### config.mk
export PLATFORM = sky130hd
export DESIGN_NAME = ps2_host_tx
export DESIGN_NICKNAME = d
export VERILOG_FILES = /design/src/rtl/ps2_pkg.sv /design/src/rtl/ps2_edge_sync.sv /design/src/rtl/ps2_host_tx.sv
export SDC_FILE = /design/constraint.sdc
export NUM_CORES = 1
export LEC_CHECK = 0
export ABC_CLOCK_PERIOD_IN_PS = 2000
export BUFFER_PORTS_ARGS = -buffer_cell sky130_fd_sc_hd__buf_2
export CAP_MARGIN = 5
export CORE_MARGIN = 1
export CORE_UTILIZATION = 35
export DETAILED_ROUTE_END_ITERATION = 10
export PLACE_DENSITY = 0.55
export SETUP_SLACK_MARGIN = 0.4
export SYNTH_ARGS = -nofsm -noshare
export SYNTH_HDL_FRONTEND = slang
export SYNTH_SLANG_ARGS = --single-unit
export TNS_END_PERCENT = 10
### constraint.sdc
create_clock -name CLK -period 2 [get_ports CLK]
set_input_delay 0.1 -clock CLK [delete_from_list [all_inputs] [get_ports CLK]]
set_output_delay 0.1 -clock CLK [all_outputs]
set_load 0.01 [all_outputs]
### src/rtl/ps2_pkg.sv
// Shared PS/2 definitions: FSM state codes, keyboard command bytes and
// default cycle counts for a 16 MHz system clock.
package ps2_pkg;

  localparam int STATE_W = 3;

  localparam logic [STATE_W-1:0] ST_IDLE     = 3'd0;
  localparam logic [STATE_W-1:0] ST_INHIBIT  = 3'd1;
  localparam logic [STATE_W-1:0] ST_REQ      = 3'd2;
  localparam logic [STATE_W-1:0] ST_DATA     = 3'd3;
  localparam logic [STATE_W-1:0] ST_PARITY   = 3'd4;
  localparam logic [STATE_W-1:0] ST_ACK      = 3'd5;
  localparam logic [STATE_W-1:0] ST_WAITIDLE = 3'd6;

  localparam logic [7:0] CMD_LED    = 8'hED;
  localparam logic [7:0] CMD_RESET  = 8'hFF;
  localparam logic [7:0] CMD_ENABLE = 8'hF4;
  localparam logic [7:0] CMD_RESEND = 8'hFE;
  localparam logic [7:0] RSP_ACK    = 8'hFA;
  localparam logic [7:0] RSP_BAT    = 8'hAA;

  // 120 us clock inhibit and 2 ms edge-gap limit at 16 MHz
  localparam int DEF_INHIBIT_CYCLES = 1920;
  localparam int DEF_TIMEOUT_CYCLES = 32000;

  // Odd parity bit for a PS/2 frame: set when the byte has an even number of ones
  function automatic logic odd_parity(input logic [7:0] b);
    return ~^b;
  endfunction

endpackage

### src/rtl/ps2_edge_sync.sv
// Brings the raw PS/2 clock and data pins into the system clock domain and
// flags falling edges of the PS/2 clock. Shared with the receive path.
module ps2_edge_sync (
  input  logic clk,
  input  logic rst_n,
  input  logic clk_pin,
  input  logic dat_pin,
  output logic clk_sync,
  output logic dat_sync,
  output logic fall_edge
);

  logic clk_p0, clk_p1, clk_p2;
  logic dat_p0, dat_p1;

  // Two synchronizer stages per pin plus a history stage on the clock; reset to the idle-high bus level
  always_ff @(posedge clk or negedge rst_n) begin
    if (!rst_n) begin
      clk_p0 <= 1'b1;
      clk_p1 <= 1'b1;
      clk_p2 <= 1'b1;
      dat_p0 <= 1'b1;
      dat_p1 <= 1'b1;
    end else begin
      clk_p0 <= clk_pin;
      clk_p1 <= clk_p0;
      clk_p2 <= clk_p1;
      dat_p0 <= dat_pin;
      dat_p1 <= dat_p0;
    end
  end

  assign clk_sync  = clk_p1;
  assign dat_sync  = dat_p1;
  assign fall_edge = clk_p2 & ~clk_p1;

endmodule

### src/rtl/ps2_host_tx.sv
// Host-to-device PS/2 transmitter: request-to-send, clocks out one command
// byte on device-generated falling edges, then checks the device ACK bit.
// Holds the receive path off (rxInhibit) while a transfer is in flight.
module ps2_host_tx
  import ps2_pkg::*;
#(
  parameter int INHIBIT_CYCLES = DEF_INHIBIT_CYCLES,
  parameter int TIMEOUT_CYCLES = DEF_TIMEOUT_CYCLES
) (
  input  logic       CLK,
  input  logic       RST_N,
  input  logic [7:0] txData,
  input  logic       txStart,
  output logic       busy,
  output logic       rxInhibit,
  output logic       done,
  output logic       ackErr,
  output logic       timeoutErr,
  input  logic       ps2ClkIn,
  input  logic       ps2DatIn,
  output logic       ps2ClkOe,
  output logic       ps2DatOe
);

  localparam int INH_W = $clog2(INHIBIT_CYCLES + 1);
  localparam int TO_W  = $clog2(TIMEOUT_CYCLES + 1);

  logic [STATE_W-1:0] state, state_nxt;
  logic [7:0]         shift_q;
  logic               parity_q;
  logic [3:0]         bit_cnt;
  logic [INH_W-1:0]   inh_cnt;
  logic [TO_W-1:0]    to_cnt;

  logic clk_sync, dat_sync, fall_edge;
  logic accept, counting, timeout, fall_act, enter_req, shift_en, bus_idle;
  logic clk_oe_nxt, dat_oe_nxt, busy_nxt, done_nxt, ack_err_nxt, to_err_nxt;

  ps2_edge_sync u_sync (
    .clk       (CLK),
    .rst_n     (RST_N),
    .clk_pin   (ps2ClkIn),
    .dat_pin   (ps2DatIn),
    .clk_sync  (clk_sync),
    .dat_sync  (dat_sync),
    .fall_edge (fall_edge)
  );

  // A request landing on a completion-pulse cycle is dropped; the caller retries
  assign accept    = (state == ST_IDLE) && txStart && !done && !ackErr && !timeoutErr;
  assign counting  = (state == ST_REQ) || (state == ST_DATA) || (state == ST_PARITY) ||
                     (state == ST_ACK) || (state == ST_WAITIDLE);
  assign timeout   = counting && (int'(to_cnt) == TIMEOUT_CYCLES - 1);
  // Timeout wins over an edge arriving in the same cycle
  assign fall_act  = fall_edge && !timeout;
  assign enter_req = (state_nxt == ST_REQ) && (state != ST_REQ);
  assign shift_en  = fall_act && ((state == ST_REQ) || ((state == ST_DATA) && (bit_cnt != 4'd7)));
  assign bus_idle  = clk_sync && dat_sync;

  // State register
  always_ff @(posedge CLK or negedge RST_N) begin
    if (!RST_N) state <= ST_IDLE;
    else        state <= state_nxt;
  end

  // Next-state logic
  always_comb begin
    state_nxt = state;
    if (timeout) begin
      state_nxt = ST_IDLE;
    end else begin
      case (state)
        ST_IDLE:     if (accept) state_nxt = ST_INHIBIT;
        ST_INHIBIT:  if (int'(inh_cnt) == INHIBIT_CYCLES - 1) state_nxt = ST_REQ;
        ST_REQ:      if (fall_edge) state_nxt = ST_DATA;
        ST_DATA:     if (fall_edge && (bit_cnt == 4'd7)) state_nxt = ST_PARITY;
        ST_PARITY:   if (fall_edge) state_nxt = ST_ACK;
        ST_ACK:      if (fall_edge) state_nxt = dat_sync ? ST_IDLE : ST_WAITIDLE;
        ST_WAITIDLE: if (bus_idle) state_nxt = ST_IDLE;
        default:     state_nxt = ST_IDLE;
      endcase
    end
  end

  // Next values of the registered outputs; pins hold unless an event changes them
  always_comb begin
    clk_oe_nxt  = ps2ClkOe;
    dat_oe_nxt  = ps2DatOe;
    busy_nxt    = busy;
    done_nxt    = 1'b0;
    ack_err_nxt = 1'b0;
    to_err_nxt  = 1'b0;
    if (timeout) begin
      clk_oe_nxt = 1'b0;
      dat_oe_nxt = 1'b0;
      busy_nxt   = 1'b0;
      to_err_nxt = 1'b1;
    end else begin
      case (state)
        ST_IDLE: begin
          if (accept) begin
            clk_oe_nxt = 1'b1;
            dat_oe_nxt = 1'b0;
            busy_nxt   = 1'b1;
          end
        end
        ST_INHIBIT: begin
          // Data goes low one cycle before the clock is let go
          if (int'(inh_cnt) >= INHIBIT_CYCLES - 2) dat_oe_nxt = 1'b1;
          if (int'(inh_cnt) == INHIBIT_CYCLES - 1) clk_oe_nxt = 1'b0;
        end
        ST_REQ: begin
          if (fall_edge) dat_oe_nxt = ~shift_q[0];
        end
        ST_DATA: begin
          if (fall_edge) dat_oe_nxt = (bit_cnt == 4'd7) ? ~parity_q : ~shift_q[0];
        end
        ST_PARITY: begin
          if (fall_edge) dat_oe_nxt = 1'b0;
        end
        ST_ACK: begin
          if (fall_edge && dat_sync) begin
            ack_err_nxt = 1'b1;
            busy_nxt    = 1'b0;
          end
        end
        ST_WAITIDLE: begin
          if (bus_idle) begin
            done_nxt = 1'b1;
            busy_nxt = 1'b0;
          end
        end
        default: begin
          clk_oe_nxt = 1'b0;
          dat_oe_nxt = 1'b0;
          busy_nxt   = 1'b0;
        end
      endcase
    end
  end

  // Output registers; reset releases both pins without waiting for a clock
  always_ff @(posedge CLK or negedge RST_N) begin
    if (!RST_N) begin
      ps2ClkOe   <= 1'b0;
      ps2DatOe   <= 1'b0;
      busy       <= 1'b0;
      rxInhibit  <= 1'b0;
      done       <= 1'b0;
      ackErr     <= 1'b0;
      timeoutErr <= 1'b0;
    end else begin
      ps2ClkOe   <= clk_oe_nxt;
      ps2DatOe   <= dat_oe_nxt;
      busy       <= busy_nxt;
      rxInhibit  <= busy_nxt;
      done       <= done_nxt;
      ackErr     <= ack_err_nxt;
      timeoutErr <= to_err_nxt;
    end
  end

  // Inhibit, bit and edge-gap counters
  always_ff @(posedge CLK or negedge RST_N) begin
    if (!RST_N) begin
      inh_cnt <= '0;
      bit_cnt <= '0;
      to_cnt  <= '0;
    end else begin
      if (accept)                  inh_cnt <= '0;
      else if (state == ST_INHIBIT) inh_cnt <= inh_cnt + INH_W'(1);

      if ((state == ST_REQ) && fall_act)
        bit_cnt <= '0;
      else if ((state == ST_DATA) && fall_act && (bit_cnt != 4'd7))
        bit_cnt <= bit_cnt + 4'd1;

      if (enter_req || fall_edge) to_cnt <= '0;
      else if (counting)          to_cnt <= to_cnt + TO_W'(1);
    end
  end

  // Command byte and parity captured at accept; byte shifts out LSB first
  always_ff @(posedge CLK) begin
    if (accept) begin
      shift_q  <= txData;
      parity_q <= odd_parity(txData);
    end else if (shift_en) begin
      shift_q <= {1'b0, shift_q[7:1]};
    end
  end

endmodule

Word level (Yosys, flattened, before mapping). Index checks and enable logic that the tools add are counted.

Add/sub/neg operators: 3. Order comparisons: 1. Eq/ne operators: 23. Multiplexer cells: 41. Bitwise operators: 4. Reduce and logical (&&, ||, !) cells: 37.

Operators with widths (count): $mux W15 (2); $mux W3 (9); $mux W11 (2); $ne A3 B3 Y1 const B (7); $pmux W3 S7 (1); $mux W1 (20); $mux W8 (2); $add A15 B1 Y15 const B (1); $eq A15 B11 Y1 const B (1); $logic_and A1 B1 Y1 (15); $add A11 B1 Y11 const B (1); $eq A11 B9 Y1 const B (1); $ge A11 B11 Y1 const B (1); $eq A3 B2 Y1 const B (3); $eq A3 B3 Y1 const B (3); $mux W4 (2); $reduce_bool A2 Y1 (4); $reduce_xnor A8 Y1 (1); $logic_or A1 B1 Y1 (6); $ne A2 B1 Y1 const B (3); $ne A3 B2 Y1 const B (2); $pmux W1 S6 (1); $reduce_and A6 Y1 (1); $reduce_or A5 Y1 (1); other kinds (14) (19).

Register bits: 53. Bits of input ports: 13. Output and inout port bits: 7. Logic and storage cells: 126.

Depth between registers and ports, before layout. Gate-level depths: netlist of the first run.

Depth in word-level cells: 12. Mapped depth: 8. Mapped depth without buffers: 6.

Modules after synthesis. A second synthesis of the first run with hierarchy kept.

Cells, all modules: 268. Area total of the unflattened synthesis: 2665.1 sq um.

By module, submodules not included: ps2_host_tx (instances 1, cells an instance 262, area each 2519.9 sq um, sequential area each 1246.2 sq um); ps2_edge_sync (instances 1, cells an instance 6, area each 145.1 sq um, sequential area each 131.4 sq um).

Worst setup path after synthesis of the first run. No wires, ideal clock.

Path type: register -> register. Start: register done. End: register shift_q[0] (enable). Arrival: 1.854 ns. Path slack: -0.189 ns. Stages on the path, launching flop included: 5. Buffers on the path: 1. Cells stage by stage: dfrtp_1 > or4b_2 > nor4_4 > buf_4 > nand2b_1.

Longest elaborated chain between the ends: 5.

RTL lines: start, declared (line ps2_host_tx.sv:16) `output logic done,`; start signal, assigned (line ps2_host_tx.sv:157) `done <= done_nxt;`; $logic_not A1 Y1 (line ps2_host_tx.sv:50) `assign accept = (state == ST_IDLE) && txStart && !done && !ackErr && !timeoutErr;`; $logic_and A1 B1 Y1 (3 in series) (line ps2_host_tx.sv:50); $reduce_bool A2 Y1 (no source line); end signal, assigned (line ps2_host_tx.sv:186) `shift_q <= txData;`; end signal, assigned (line ps2_host_tx.sv:189) `shift_q <= {1'b0, shift_q[7:1]};`; end, declared (line ps2_host_tx.sv:29) `logic [7:0] shift_q;`.

Every way passes these cells. A chain may end at the register's enable or synchronous reset.

Final worst setup path of the first run.
Start: register timeoutErr. End: register shift_q[1], data pin.

Longest elaborated chain between the ends: 3.

RTL lines: start, declared (line ps2_host_tx.sv:18) `output logic timeoutErr,`; start signal, assigned (line ps2_host_tx.sv:159) `timeoutErr <= to_err_nxt;`; $logic_not A1 Y1 (line ps2_host_tx.sv:50); $logic_and A1 B1 Y1 (line ps2_host_tx.sv:50); $mux W8 (line ps2_host_tx.sv:185) `if (accept) begin`.

Every way passes these cells.

==> results of run 1 <==
-- sequential cells by signal (all words and copies together) (netlist names) --
name             flops
u_sync.clk_sync      1
u_sync.dat_sync      1
bit_cnt              4
state                3
ackErr               1
done                 1
u_sync.dat_p0        1
parity_q             1
ps2DatOe             1
timeoutErr           1
shift_q              8
rxInhibit            1
ps2ClkOe             1
inh_cnt             11
u_sync.clk_p0        1
u_sync.clk_p2        1
to_cnt              15
-- power breakdown --
group,internal (mW),switching [mW]
logic,0.171,0.196
clock network,0.375,0.362
registers,1.19,0.0829
total,1.73,0.642
-- logic make-up after synthesis --
kind of cell / Yosys count / synth area share, %
fa+ha+maj: 4 / 1.84
flops: 53 / 50.6
mux: 8 / 3.31
simple gates: 113 / 22.7
compound gates: 38 / 9.24
xor+xnor: 29 / 9.33
buf+inv: 15 / 2.99
-- per-stage QoR --
stage	worst slack (ns)	hold slack, ns
2_1_floorplan	-0.0682	-0.196
3_3_place_gp	-0.0141	0.205
3_5_place_dp	-0.0425	0.206
4_1_cts	-0.0524	0.0876
5_1_grt	-0.0801	0.0893
6_report	-0.0493	0.0970
-- layout make-up --
| cell class | instances | area (um^2) | share of cell area [%] |
|---|---|---|---|
| clock buffers | 5 | 68.8 | 2.06 |
| clock inverters | 3 | 46.3 | 1.39 |
| inverters | 4 | 15.0 | 0.450 |
| multi-input cells | 192 | 1410 | 42.3 |
| flip-flops and latches | 53 | 1380 | 41.4 |
| well taps | 99 | 124 | 3.71 |
| repair buffers | 42 | 292 | 8.74 |
-- final timing paths --
kind | end | startpoint | depth (start not counted)
worst max-delay path | shift_q[1]$_DFFE_PP_ | timeoutErr$_DFF_PN0_ | 4
worst min-delay path | shift_q[7]$_SDFFCE_PP0P_ | txData[7] | 2
worst max register to register | shift_q[1]$_DFFE_PP_ | timeoutErr$_DFF_PN0_ | 4
worst min register to register | u_sync.clk_sync$_DFF_PN1_ | u_sync.clk_p0$_DFF_PN1_ | 0
max in group asynchronous | state[2]$_DFF_PN0_ | RST_N | 3
min in group asynchronous | to_cnt[6]$_DFFE_PN0P_ | RST_N | 3
-- cells in the mapped netlist, types with 3 or more instances --
library cell  count  area share [%]
dfrtp_1          39              36
nor2_1           32             4.4
nand2_1          19             2.6
xnor2_1          15             4.8
xor2_1           14             4.5
nand3_1          10             1.8
a21oi_1           9             1.7
edfxtp_1          9             9.9
mux2_2            8             3.3
nor3_1            8             1.5
o21ai_0           8             1.5
and3_1            7             1.6
nand2b_1          7             1.6
nand4_1           7             1.6
buf_4             6             1.7
dfstp_2           5             4.8
a31oi_1           4            0.92
ha_1              4             1.8
inv_1             4            0.55
or3_1             4            0.92
and4_1            3            0.97
clkbuf_1          3            0.41
nor2b_1           3            0.69
nor4_1            3            0.69
-- per-layer routing --
metal	global-route usage (%)	up-vias
li1	-	995
met1	20.0	956
met2	22.0	30
met3	2.96	7
met4	4.84	0
met5	0	-
-- timing repair --
item | in CTS | in global routing
hold buffers | 3 | 0
setup endpoints to repair | 56 | 56
gates resized for setup | 20 | 14
endpoints found under the hold margin | 41 | 0
pin swaps | 22 | 16
gates cloned | 0 | 0
==> results.toml, run 1 <==
[die]
ios = 20
core_um2 = 7370
die_area_um2 = 8130
die_h_um = 90.2
rows = 31
fp.dieW_um = 90.2
start_util_pct = 36.9

[run]
maxCapViolations = 0

[sta]
min_period_ns = 2.05
relSlewSlack_pct = 63.7
setup_viol = 15
totalNegativeSetupSlack_ns = -0.425
max_freq_mhz = 488
finalHoldViolCount = 0
tightestPinTransition_ns = 0.544
finalCritPeriodShare_pct = 102
rsz0062_at_grt = "true"
setup_ws_ns = -0.0493
slew_viol_final = 0
clock_skew_ns = 0.00516

[logic_synthesis]
ys_seq_area_share_pct = 50.6
synthArstFlopShare_pct = 83.0
synth_edf_count = 9
synthCells = 260
synthFlopType = "dfrtp_1"
synth_nets = 277
avgSynthCellArea_um2 = 10.5
synth_area_um2 = 2720
ys_seq_elements = 53
ys_types = 49
synth_warnings = 0

[clock_network]
cts_setup_buffers = 0
clockRootBuffer = "clkbuf_8"
clk_latency_ns = 0.31
cts-htree-levels = 2
cts_buffer_depth = 2
cts_sinks = 53
numCtsBuffers = 5
clk_pin_slew_ns = 0.10
cts_tree = "built"

[global_route]
track_usage_pct = 14.3
antenna_found_initial = 0
grt_max_degree = 45
gr-total-overflow = 0
grt_pass1_wl_um = 9290
grt_pass1_vias = 1914

[critical_path]
critPathBufInv = 1
worstPathMaxFanout = 11
arrival_ns = 2.12
startpoint_type = "register"
crit_path_max_incr_delay_ns = 0.59
rrSetupSlack_ns = -0.05
crit_path_cell_trace = "or4b_4 > nor4_4 > buf_12 > mux2_2"
criticalPathCategory = "register to register"
cp-end-kind = "register"
critical_path_required_ns = 2.07
cp_top_family = "simple AND/OR/NAND/NOR gates"
slowest_stage = "or4b_4"

[drt]
routed_wl_um = 5420
antenna_left = 0
initialDrtViolationCount = 108
drt-met1-wl_um = 2660
drt_pass1_iterations = 4
via_count = 1988
wl_met3_um = 172
met2WireLength_um = 2510
top_layer = "met4"
drcViolationCount = 0
vias_per_cell = 4.99
wire_per_inst_um = 13.6

[layout]
syn_to_final_growth_pct = 22.6
layout_commonest_cell = "dfrtp_1"
drive_gt1_share_pct = 31.1
final_cells = 398
layout.nets = 315
antenna_cells = 0
n_fill_cell = 690
layout_common_cells = "dfrtp_1, nor2_1, buf_2, nand2_1, buf_4"
fin_util_pct = 45.3
post-route-cell-area_um2 = 3340

[power_and_ir_drop]
p_leak_nw = 1.35
power.density_nw_per_um2 = 712
ir_drop_mv = 0.540
power_mw = 2.38

[placement]
hpwl_um = 3870
place_inst = 387
portBuffers = 19
gp_congestion = 0.753
placed_area_um2 = 3060

[min_path]
min_path_type = "input port to register"

[run_status]
failed_checks = "setup timing"
status = "complete, but fails checks"
(Power assumes the default switching activity.)
==> inputs of run 2 (changes only) <==
- CORE_UTILIZATION: 35 -> 44
- PLACE_DENSITY: 0.55 -> 0.66
==> run 2 against run 1 <==
- the run still ends with setup timing left
- via count increased by 4.8%
- die area is 20% lower
- critical path depth is 1 higher
- sequential share of layout area down 0.71 points
- first-iteration DRC count rose by 38%
- clock power down 18%
- cell area is 1.6% higher
- clock-buffer cell count up 1
- routed wire length rose by 1.6%
- sequential cell count is the same
- highest routed layer unchanged
- critical endpoint is now shift_q[2]$_DFFE_PP_
- hold slack improved by 0.018 ns
==> results.toml, run 2 (synthesis gave the netlist of run 1 again) <==
[run_status]
status = "complete, but fails checks"
failed_checks = "setup timing"

[global_route]
antenna_found_initial = 0
grt_pass1_wl_um = 9060
grt_pass1_vias = 1917
grt_max_degree = 45
gr-total-overflow = 0
track_usage_pct = 18.5

[critical_path]
arrival_ns = 2.13
critical_path_required_ns = 2.07
startpoint_type = "register"
worstPathMaxFanout = 11
criticalPathCategory = "register to register"
cp-end-kind = "register"
reg2regPathDepth = 5

[layout]
layout_commonest_cell = "dfrtp_1"
antenna_cells = 0
n_fill_cell = 519
final_cells = 375
post-route-cell-area_um2 = 3390
drive_gt1_share_pct = 33.3
syn_to_final_growth_pct = 24.6
fin_util_pct = 56.9
regMostFlops = "to_cnt"
multi_input_area_um2 = 1490
largestRegisters = "to_cnt (15), inh_cnt (11), shift_q (8)"
largest_reg_flops = 15
regArea_um2 = 1380
layout_common_cells = "dfrtp_1, nor2_1, buf_2, nand2_1, xnor2_1"
layout.nets = 316

[die]
core_um2 = 5960
die_h_um = 80.6
fp.dieW_um = 80.6
die_area_um2 = 6500
start_util_pct = 45.7
rows = 28
ios = 20

[sta]
clock_skew_ns = 0.0142
setup_ws_ns = -0.0660
finalCritPeriodShare_pct = 103
relSlewSlack_pct = 63.5
finalHoldViolCount = 0
totalNegativeSetupSlack_ns = -0.418
rsz0062_at_grt = "true"
slew_viol_final = 0
setup_viol = 13
tightestPinTransition_ns = 0.548
min_period_ns = 2.07
max_freq_mhz = 484

[clock_network]
cts_tree = "built"
clk_latency_ns = 0.31
cts_buffer_depth = 2
clockRootBuffer = "clkbuf_8"
clk_pin_slew_ns = 0.10
numCtsBuffers = 5
cts_sinks = 53
cts-htree-levels = 2

[drt]
via_count = 2083
drt_pass1_iterations = 4
vias_per_cell = 5.55
antenna_left = 0
initialDrtViolationCount = 149
wire_per_inst_um = 14.7
drcViolationCount = 0
routed_wl_um = 5510

[placement]
place_inst = 362
place_ws_ns = -0.0636
gp_congestion = 0.842
portBuffers = 19
hpwl_um = 3640
placed_area_um2 = 3020

[power_and_ir_drop]
ir_drop_mv = 0.465
power.density_nw_per_um2 = 694
p_leak_nw = 1.38

[run]
maxCapViolations = 0

[min_path]
whs_path_depth = 2
min_path_type = "input port to register"
==> run 2: worst max-delay path, cell delays in order (launching register included) <==
cell	delay, ns
dfrtp_1	0.39
or4b_4	0.56
buf_4	0.16
nor4_4	0.21
buf_12	0.19
mux2_4	0.31
==> run 2: path summary, 6_finish.rpt <==
| kind | endpoint | startpoint | slack [ns] |
|---|---|---|---|
| hold / removal | shift_q[1]$_DFFE_PP_ | txData[1] | 0.11 |
| min in group asynchronous | to_cnt[7]$_DFFE_PN0P_ | RST_N | 0.37 |
| max in group asynchronous | u_sync.dat_sync$_DFF_PN1_ | RST_N | 1.23 |
| hold reg to reg | u_sync.clk_sync$_DFF_PN1_ | u_sync.clk_p0$_DFF_PN1_ | 0.36 |
| setup reg to reg | shift_q[2]$_DFFE_PP_ | ackErr$_DFF_PN0_ | -0.07 |
| setup / recovery | shift_q[2]$_DFFE_PP_ | ackErr$_DFF_PN0_ | -0.07 |
==> run 2: timing repair <==
item | CTS | global route
endpoints found under the hold margin | 41 | 0
gates resized for setup | 40 | 20
endpoints found under the setup margin | 55 | 55
pin swaps | 20 | 16
buffers inserted | 1 | 1
hold buffers | 3 | 0
cloned | 0 | 0
==> run 2: per-layer routing <==
| metal | track usage [%] | wire (um) | share of wire, % | vias to the layer above |
|---|---|---|---|---|
| li1 | - | - | - | 1004 |
| met1 | 26.0 | 2600 | 47 | 1024 |
| met2 | 28.3 | 2600 | 47 | 47 |
| met3 | 3.75 | 223 | 4.0 | 8 |
| met4 | 6.43 | 86 | 1.6 | 0 |
| met5 | 0 | 0 | 0 | - |
==> run 2: metrics by stage <==
step / hold slack (ns) / power [mW]
after global placement: 0.206 / 1.63
after CTS: 0.108 / 2.36
final: 0.115 / 2.35
after global routing: 0.101 / 2.48
after floorplan: -0.196 / 1.52
after detailed placement: 0.206 / 1.65
==> run 2: power by group <==
part | internal, mW | leakage, nW | switching (mW)
Clock | 0.249 | 0.0417 | 0.358
Sequential | 1.19 | 0.651 | 0.0836
Combinational | 0.233 | 0.683 | 0.240
Total | 1.67 | 1.38 | 0.681
==> run 2: area by class of cell <==
class	count	share of cell area, %
Clock buffer	6	2.14
Clock inverter	2	0.406
Inverter	4	0.443
Multi-Input combinational cell	192	44.0
Sequential cell	53	40.6
Tap cell	75	2.77
Timing Repair Buffer	43	9.63
==> inputs of run 3 (changes only) <==
- ABC_CLOCK_PERIOD_IN_PS: 2000 -> 2100
- GPL_TIMING_DRIVEN: not set -> 0
- PLACE_DENSITY: 0.66 -> 0.63
- clock period: 2 -> 2.1 ns (I/O delays scaled with it)
==> run 3 against run 2 <==
- critical path type unchanged
- sequential power down 6%
- core utilization down 1.7 points
- total power decreased by 2.4%
- largest power group unchanged
- sequential share of layout area up 1.3 points
- global-route usage increased by 0.082 points
- critical path depth decreased by 1
- non-clock buffer count rose by 6
- highest routed layer unchanged
- the run now ends clean
- clock power up 13%
==> results.toml, run 3 (synthesis gave the netlist of run 1 again) <==
[global_route]
grt_pass1_wl_um = 9160
grt_pass1_vias = 1876
antenna_found_initial = 0
track_usage_pct = 18.6
grt_max_degree = 45
gr-total-overflow = 0

[sta]
setup_ws_ns = 0.0990
totalNegativeSetupSlack_ns = 0
clock_skew_ns = 0.00685
rsz0062_at_grt = "true"
max_freq_mhz = 500
min_period_ns = 2.00
slew_viol_final = 0
relSlewSlack_pct = 35.9
finalHoldViolCount = 0
tightestPinTransition_ns = 0.962
setup_viol = 0
finalCritPeriodShare_pct = 95.3
fin_hold_ws_ns = 0.120

[die]
ios = 20
rows = 28
core_um2 = 5960
start_util_pct = 45.7
die_h_um = 80.6
fp.dieW_um = 80.6
die_area_um2 = 6500

[clock_network]
cts_sinks = 53
clk_latency_ns = 0.31
clk_pin_slew_ns = 0.09
cts_tree = "built"
cts_buffer_depth = 2
numCtsBuffers = 5
cts-htree-levels = 2
clockRootBuffer = "clkbuf_8"

[power_and_ir_drop]
ir_drop_mv = 0.381
power_mw = 2.29
seqPwrFrac_pct = 52.3
p_int_mw = 1.68
combinationalPowerShare_pct = 17.9
power.density_nw_per_um2 = 698
sw_frac_of_total_pct = 26.8
p_leak_nw = 1.41
p_switching_uw = 614
power.share.clock_pct = 29.8

[placement]
placed_area_um2 = 2940
hpwl_um = 3610
place_inst = 354
gp_congestion = 0.810
place_ws_ns = -0.216
portBuffers = 19

[layout]
drive_gt1_share_pct = 26.8
layout_common_cells = "dfrtp_1, nor2_1, buf_2, buf_4, nand2_1"
syn_to_final_growth_pct = 20.8
largest_reg_flops = 15
antenna_cells = 0
fin_util_pct = 55.2
regMostFlops = "to_cnt"
layout_commonest_cell = "dfrtp_1"
final_cells = 381
layout.nets = 322
largestRegisters = "to_cnt (15), inh_cnt (11), shift_q (8)"
post-route-cell-area_um2 = 3290

[run_status]
status = "finished, final reports clean"

[critical_path]
slowest_stage = "or4b_4"
crit_path_cell_trace = "or4b_4 > nor4_4 > buf_4 > mux2_4"
worstPathMaxFanout = 4
critical_path_required_ns = 2.17
arrival_ns = 2.07
cp-end-kind = "register"
crit_path_max_incr_delay_ns = 0.59
startpoint_type = "register"
criticalPathCategory = "register to register"

[drt]
wire_per_inst_um = 14.4
drcViolationCount = 0
vias_per_cell = 5.33
drt_pass1_iterations = 4
via_count = 2031
initialDrtViolationCount = 157
routed_wl_um = 5480
antenna_left = 0

[min_path]
min_path_type = "input port to register"

[run]
maxCapViolations = 0
run 3: cell count changes in the layout (fill, tap and decap cells not counted), moves of 3 or more:
cell / before / now
nor2_1: 21 / 31
nor2_4: 8 / 0
buf_4: 14 / 19
a21oi_1: 6 / 9
a21oi_2: 3 / 0
run 3: path summary, 6_finish.rpt:
path,start,to,slack [ns],depth (start not counted)
setup / recovery,done$_DFF_PN0_,shift_q[0]$_DFFE_PP_,0.1,4
max in group asynchronous,RST_N,state[1]$_DFF_PN0_,0.97,2
setup reg to reg,done$_DFF_PN0_,shift_q[0]$_DFFE_PP_,0.1,4
min in group asynchronous,RST_N,to_cnt[5]$_DFFE_PN0P_,0.48,2
hold / removal,txData[7],shift_q[7]$_SDFFCE_PP0P_,0.12,2
hold reg to reg,u_sync.dat_p0$_DFF_PN1_,u_sync.dat_sync$_DFF_PN1_,0.36,0
run 3: worst max-delay path, delay by kind of cell (launching register included):
kind / cells / cell delay, ns
buffers and inverters: 1 / 0.22
flip-flops: 1 / 0.40
multiplexers: 1 / 0.30
AND/OR/NAND/NOR: 2 / 0.84
run 3: power groups by stage:
stage	Clock [mW]	Combinational (mW)	Sequential, mW
after floorplan	0	0.231	1.21
after global placement	0	0.313	1.23
after detailed placement	0	0.317	1.23
after CTS	0.701	0.407	1.20
after global routing	0.747	0.452	1.21
final	0.685	0.410	1.20
run 3: final cells by class:
class                           count  area (um^2)
Fill cell                         527         2670
Sequential cell                    53         1380
Multi-Input combinational cell    192         1350
Timing Repair Buffer               38          258
Tap cell                           75         93.8
Buffer                             11         82.6
Clock buffer                        5         68.8
Clock inverter                      3         41.3
Inverter                            4         15.0
run 3: timing repair:
action	in CTS	in global routing
hold buffers	3	0
pin swaps	6	3
hold endpoints to repair	37	0
setup endpoints to repair	56	55
buffers inserted	14	2
resized for setup	19	3
run 3: per-layer routing:
layer	vias up	GRT usage, %	part of all wire, %
met1	975	26.2	49
met5	-	0	0
met3	12	4.89	3.1
met2	34	27.5	46
met4	0	6.25	1.9
li1	1010	-	-
